### src/rtl/lfsr_pkg.sv
// Shared types and constants for the LFSR random-number arbiter slice:
// tap masks per supported width, FSM state encoding and default reset seed.
package lfsr_pkg;

    typedef enum logic [1:0] {
        IDLE    = 2'd0,
        RUN     = 2'd1,
        DELIVER = 2'd2
    } state_e;

    localparam int unsigned DEFAULT_RST_SEED = 1;

    // Fibonacci feedback taps: x^8+x^6+x^5+x^4+1 and x^17+x^14+1.
    function automatic logic [31:0] tap_mask(input int unsigned width);
        logic [31:0] mask;
        mask = '0;
        case (width)
            8:       mask = 32'h0000_00B8;
            17:      mask = 32'h0001_2000;
            default: mask = '0;
        endcase
        return mask;
    endfunction

endpackage

### src/rtl/lfsr_core.sv
// Fibonacci LFSR shift register with seed load and zero-seed guard.
// The register can never hold all-zero: a zero seed is replaced by 1.
module lfsr_core
    import lfsr_pkg::*;
#(
    parameter int unsigned      WIDTH    = 8,
    parameter logic [WIDTH-1:0] RST_SEED = WIDTH'(DEFAULT_RST_SEED)
) (
    input  logic             clk,
    input  logic             rst,
    input  logic             load,
    input  logic [WIDTH-1:0] seed,
    input  logic             step,
    output logic [WIDTH-1:0] q
);

    localparam logic [WIDTH-1:0] TAPS = WIDTH'(tap_mask(WIDTH));

    logic [WIDTH-1:0] q_q;
    logic [WIDTH-1:0] q_d;
    logic             fb;

    always_comb begin
        fb  = ^(q_q & TAPS);
        q_d = q_q;
        if (load) begin
            q_d = (seed == '0) ? WIDTH'(1) : seed;
        end else if (step) begin
            q_d = {q_q[WIDTH-2:0], fb};
        end
    end

    always_ff @(posedge clk) begin
        if (rst) begin
            q_q <= RST_SEED;
        end else begin
            q_q <= q_d;
        end
    end

    assign q = q_q;

endmodule

### src/rtl/lfsr_rand_arbiter.sv
// Round-robin arbiter sharing one LFSR among NREQ requesters; each grant
// delivers a word produced by STEPS fresh LFSR shifts.
module lfsr_rand_arbiter
    import lfsr_pkg::*;
#(
    parameter int unsigned WIDTH    = 8,
    parameter int unsigned NREQ     = 4,
    parameter int unsigned STEPS    = WIDTH,
    parameter int unsigned RST_SEED = DEFAULT_RST_SEED
) (
    input  logic             clk,
    input  logic             rst,
    input  logic             load_seed,
    input  logic [WIDTH-1:0] seed,
    input  logic [NREQ-1:0]  req,
    output logic [NREQ-1:0]  gnt,
    output logic [WIDTH-1:0] rand_out,
    output logic             rand_valid,
    output logic             busy
);

    localparam int unsigned PTR_W = (NREQ > 1) ? $clog2(NREQ) : 1;
    localparam int unsigned IDX_W = PTR_W + 1;
    localparam int unsigned CNT_W = (WIDTH > 1) ? $clog2(WIDTH) : 1;
    localparam logic [CNT_W-1:0] LAST_STEP = CNT_W'(STEPS - 1);
    localparam logic [PTR_W-1:0] LAST_REQ  = PTR_W'(NREQ - 1);

    state_e           state_q, state_d;
    logic [PTR_W-1:0] rr_ptr_q, rr_ptr_d;
    logic [PTR_W-1:0] owner_q, owner_d;
    logic [CNT_W-1:0] step_cnt_q, step_cnt_d;
    logic [WIDTH-1:0] rand_hold_q, rand_hold_d;
    logic [WIDTH-1:0] lfsr_q;
    logic [PTR_W-1:0] winner;
    logic [IDX_W-1:0] idx;
    logic             found;
    logic             lfsr_step;
    logic             deliver;

    lfsr_core #(
        .WIDTH    (WIDTH),
        .RST_SEED (WIDTH'(RST_SEED))
    ) u_core (
        .clk  (clk),
        .rst  (rst),
        .load (load_seed),
        .seed (seed),
        .step (lfsr_step),
        .q    (lfsr_q)
    );

    // First requester at or after rr_ptr, wrapping modulo NREQ.
    always_comb begin
        found  = 1'b0;
        winner = rr_ptr_q;
        idx    = '0;
        for (int unsigned i = 0; i < NREQ; i++) begin
            idx = {1'b0, rr_ptr_q} + IDX_W'(i);
            if (idx >= IDX_W'(NREQ)) begin
                idx = idx - IDX_W'(NREQ);
            end
            if (!found && req[idx[PTR_W-1:0]]) begin
                found  = 1'b1;
                winner = idx[PTR_W-1:0];
            end
        end
    end

    always_comb begin
        state_d    = state_q;
        owner_d    = owner_q;
        rr_ptr_d   = rr_ptr_q;
        step_cnt_d = step_cnt_q;
        lfsr_step  = 1'b0;
        if (load_seed) begin
            state_d    = IDLE;
            step_cnt_d = '0;
        end else begin
            case (state_q)
                IDLE: begin
                    if (found) begin
                        owner_d    = winner;
                        step_cnt_d = '0;
                        state_d    = RUN;
                    end
                end
                RUN: begin
                    lfsr_step = 1'b1;
                    if (step_cnt_q == LAST_STEP) begin
                        step_cnt_d = '0;
                        state_d    = DELIVER;
                    end else begin
                        step_cnt_d = step_cnt_q + 1'b1;
                    end
                end
                DELIVER: begin
                    rr_ptr_d = (owner_q == LAST_REQ) ? '0 : owner_q + 1'b1;
                    state_d  = IDLE;
                end
                default: state_d = IDLE;
            endcase
        end
    end

    // A reset or seed load arriving in the DELIVER cycle suppresses the grant.
    always_comb begin
        deliver     = (state_q == DELIVER) && !rst && !load_seed;
        rand_hold_d = deliver ? lfsr_q : rand_hold_q;
        gnt         = '0;
        if (deliver) begin
            gnt[owner_q] = 1'b1;
        end
        rand_out   = deliver ? lfsr_q : rand_hold_q;
        rand_valid = deliver;
        busy       = (state_q == RUN) || (state_q == DELIVER);
    end

    always_ff @(posedge clk) begin
        if (rst) begin
            state_q     <= IDLE;
            rr_ptr_q    <= '0;
            owner_q     <= '0;
            step_cnt_q  <= '0;
            rand_hold_q <= '0;
        end else begin
            state_q     <= state_d;
            rr_ptr_q    <= rr_ptr_d;
            owner_q     <= owner_d;
            step_cnt_q  <= step_cnt_d;
            rand_hold_q <= rand_hold_d;
        end
    end

endmodule

### config.mk
export PLATFORM = sky130hd
export DESIGN_NAME = lfsr_rand_arbiter
export DESIGN_NICKNAME = d
export VERILOG_FILES = /design/src/rtl/lfsr_pkg.sv /design/src/rtl/lfsr_core.sv /design/src/rtl/lfsr_rand_arbiter.sv
export SDC_FILE = /design/constraint.sdc
export NUM_CORES = 1
export LEC_CHECK = 0
export ABC_AREA = 1
export CORE_MARGIN = 2
export CORE_UTILIZATION = 50
export CTS_BUF_LIST = sky130_fd_sc_hd__clkbuf_4
export CTS_CLUSTER_SIZE = 10
export DETAILED_ROUTE_END_ITERATION = 10
export GPL_TIMING_DRIVEN = 0
export PLACE_DENSITY = 0.8
export SYNTH_ARGS = -nofsm -noshare
export SYNTH_HDL_FRONTEND = slang
export SYNTH_HIERARCHICAL = 1
export SYNTH_SLANG_ARGS = --single-unit
### constraint.sdc
create_clock -name clk -period 1.45 [get_ports clk]
set_clock_uncertainty 0.1 [all_clocks]
set_input_delay 0.29 -clock clk [delete_from_list [all_inputs] [get_ports clk]]
set_output_delay 0.29 -clock clk [all_outputs]
set_load 0.1 [all_outputs]
==> results by group <==
Setup path
  • Crit-path max FO: 7
  • Crit. Startpoint: state_q[0]$_SDFFE_PP0P_
  • Setup Crit Path Kind: reg2out
  • Arrival time worst endpoint: 1.82 ns
  • R2R Setup Slk: -0.30 ns
  • Slowest stage delay, CP: 0.36 ns
  • CP required: 1.06 ns
  • Critical path launch point type: flop
  • Reg-to-Reg Start: rr_ptr_q[1]$_SDFFE_PP0P_
  • Crit-path cells: inv_2 > ha_4 > inv_4 > nor2_4 > buf_4 > or2_2 > o21ai_4 > clkinvlp_4 > buf_12
  • Worst setup EP type: output port
  • Slowest cell on the critical path: dfxtp_2

Floorplanning
  • Initial Utilization: 52.2%
  • I/O pins: 29
  • Die area: 4000 µm²
  • Core Footprint: 3360 µm²
  • # rows: 21
  • Die Y: 63.3 µm
  • Die width: 63.3 µm

Clocking
  • Htree depth: 1
  • Clock latency on the worst-skew pair: 0.33 ns
  • CTS tree: done
  • Total CTS buffers: 3
  • Clk root buf: clkbuf_4
  • Clock-pin slew on the worst setup and hold paths: roughly 0.13 ns
  • Clock sink total: 25
  • Maximum clock path buffer count: 2
  • Hold buffers post-CTS: 0

Pwr
  • Max IR drop VDD: 0.000392 V
  • Leakage Power: 1.27 nW
  • Pwr dens: between 600 and 700 nW/µm²

Cells and area
  • Final Net Count: around 330
  • Most frequent cells in the layout: 41 x nand2_1, 24 x nor2_1, 21 x inv_1, 21 x buf_4, 21 x dfxtp_1
  • Post-route cell area: between 2000 and 3000 µm²
  • Layout area overhead: 56.2%
  • Layout cell share with drive strength beyond 1: about half
  • Fillcell total: 226
  • Most common cell after layout, fill and taps aside: nand2_1
  • ANT cells: 0
  • Finished Layout Cells: 355

Placement
  • DP HPWL: 2910 µm
  • RePlAce Congestion: roughly 0.85
  • DP Area: ~2200 µm²
  • Pre-CTS WS: -1.86 ns
  • Cells after DPL: 329
  • # port buffers: 28

STA
  • Slew @ Worst Pin: 0.454 ns
  • Tcrit/Tclk final: 153%
  • F_max: 452 MHz
  • Crit path time final: 2.21 ns
  • RSZ-0062 raised after global routing: true
  • Relative slew slack: 69.8%
  • Final Hold Fails: 0
  • Min Hold Slack: 0.297 ns
  • Setup TNS: -10.06 ns
  • Final Max Tran Viols: 0
  • Final setup viols: 25
  • Final Worst Setup Slack: -0.764 ns

Detailed routing
  • WL per Instance: 14.6 µm
  • Post-DRT Antenna Nets: 0
  • Vias: around 1900
  • # DRC: 0
  • DR vias/cell: roughly 5.5
  • First drt pass iteration count: 5
  • 1st-iter DRT viols: 117
  • WL final: 5180 µm

Yosys
  • Synthesized Nets: 279
  • Largest area contributor in the netlist: dfxtp_1
  • Synth top area share: between 20 and 30%
  • Mapped Area: 1760 µm²
  • Avg Cell Area, Syn: 6.88 µm²
  • Netlist cell types: 31
  • Synth Warn #: 6
  • Synth area leaders: dfxtp_1 29%, nand2_1 12%, inv_1 7.5%
  • Sequential area share after synthesis: around 29%
  • #FFs+latches synth: 25
  • Syn Inst Count: 255

GRT
  • First-pass GRT wire length: between 7000 and 8000 µm
  • Pin count of the biggest net entering global routing: 14
  • Antenna violations before repair: 0
  • Total gr overflow: 0
  • GRT Util Overall: 22.7%
  • Vias in the first global route: 1749

Min path
  • Min-Delay Startpoint: load_seed
  • HP Class: in2reg

Status
  • Status: finished with violations
  • Failing checks: negative setup slack

Flow run
  • Max Cap Viol: 0
[registers in the layout, indices dropped and copies added, names as in the netlist]
name         cells
rr_ptr_q         2
rand_hold_q      8
u_core/q         8
owner_q          2
state_q          2
step_cnt_q       3
[synthesized netlist by cell type, drive strengths merged]
cell type,number
a211oi,1
a21oi,8
a31oi,1
buf,6
clkbuf,1
dfxtp,25
ha,9
inv,41
nand2,70
nand3,19
nand3b,1
nand4,2
nor2,34
nor3,7
o21ai,14
o221ai,7
or2,9
[per-stage QoR]
stage | utilization [%] | power [mW]
2_1_floorplan | - | 1.12
3_3_place_gp | 64.5 | 1.24
3_5_place_dp | 64.5 | 1.25
4_1_cts | 75.2 | 1.65
5_1_grt | 81.5 | 1.83
6_report | 81.5 | 1.75
[cell type report]
cell class              instances  area, µm²  area share [%]
clock buffers                   4       30.0            1.09
multi-input cells             182       1320            48.1
plain buffers                   6       72.6            2.65
well taps                      46       57.6            2.10
repair buffers                 51        577            21.0
flip-flops and latches         25        510            18.6
inverters                      41        175            6.39
[cell families (layout without fill, tap and decap cells)]
kind of cell	Yosys count	after routing	synth area share [%]
flip-flops	25	25	28.5
AND/OR/NAND/NOR	142	142	41.1
buffers and inverters	48	102	12.5
AO/OA/AOI/OAI	31	31	11.4
adder cells (fa/ha/maj)	9	9	6.41
[report_power, final]
part           switching (mW)  leakage (nW)  internal (mW)
Sequential             0.0442         0.207          0.720
Combinational           0.385          1.05          0.259
Clock                   0.214        0.0184          0.127
[worst paths after layout]
path	depth (start not counted)	endpoint
max	9	rand_out[0]
min reg2reg	2	step_cnt_q[2]$_SDFFE_PP0P_
min	4	state_q[1]$_SDFFE_PP0P_
max reg2reg	13	owner_q[1]$_SDFFE_PP0P_
[timing repair]
item,4_1_cts,5_1_grt
setup buffers,12,10
cloned,2,0
resized for setup,156,39
pin swaps,11,17
setup endpoints to repair,36,36
[metal layers]
layer,track usage [%],vias up,routed length (µm)
met5,0,-,0
met1,26.9,920,2070
met2,41.8,81,2710
li1,-,922,-
met4,8.15,0,149
met3,2.86,17,251
[critical path, delay by kind of cell (launching register included)]
| family | cells | cell delay (ns) |
|---|---|---|
| buffers and inverters | 5 | 0.55 |
| flip-flops | 1 | 0.36 |
| AND/OR/NAND/NOR | 2 | 0.34 |
| adder cells (fa/ha/maj) | 1 | 0.16 |
| AO/OA/AOI/OAI | 1 | 0.08 |
(Power assumes the default switching activity.)
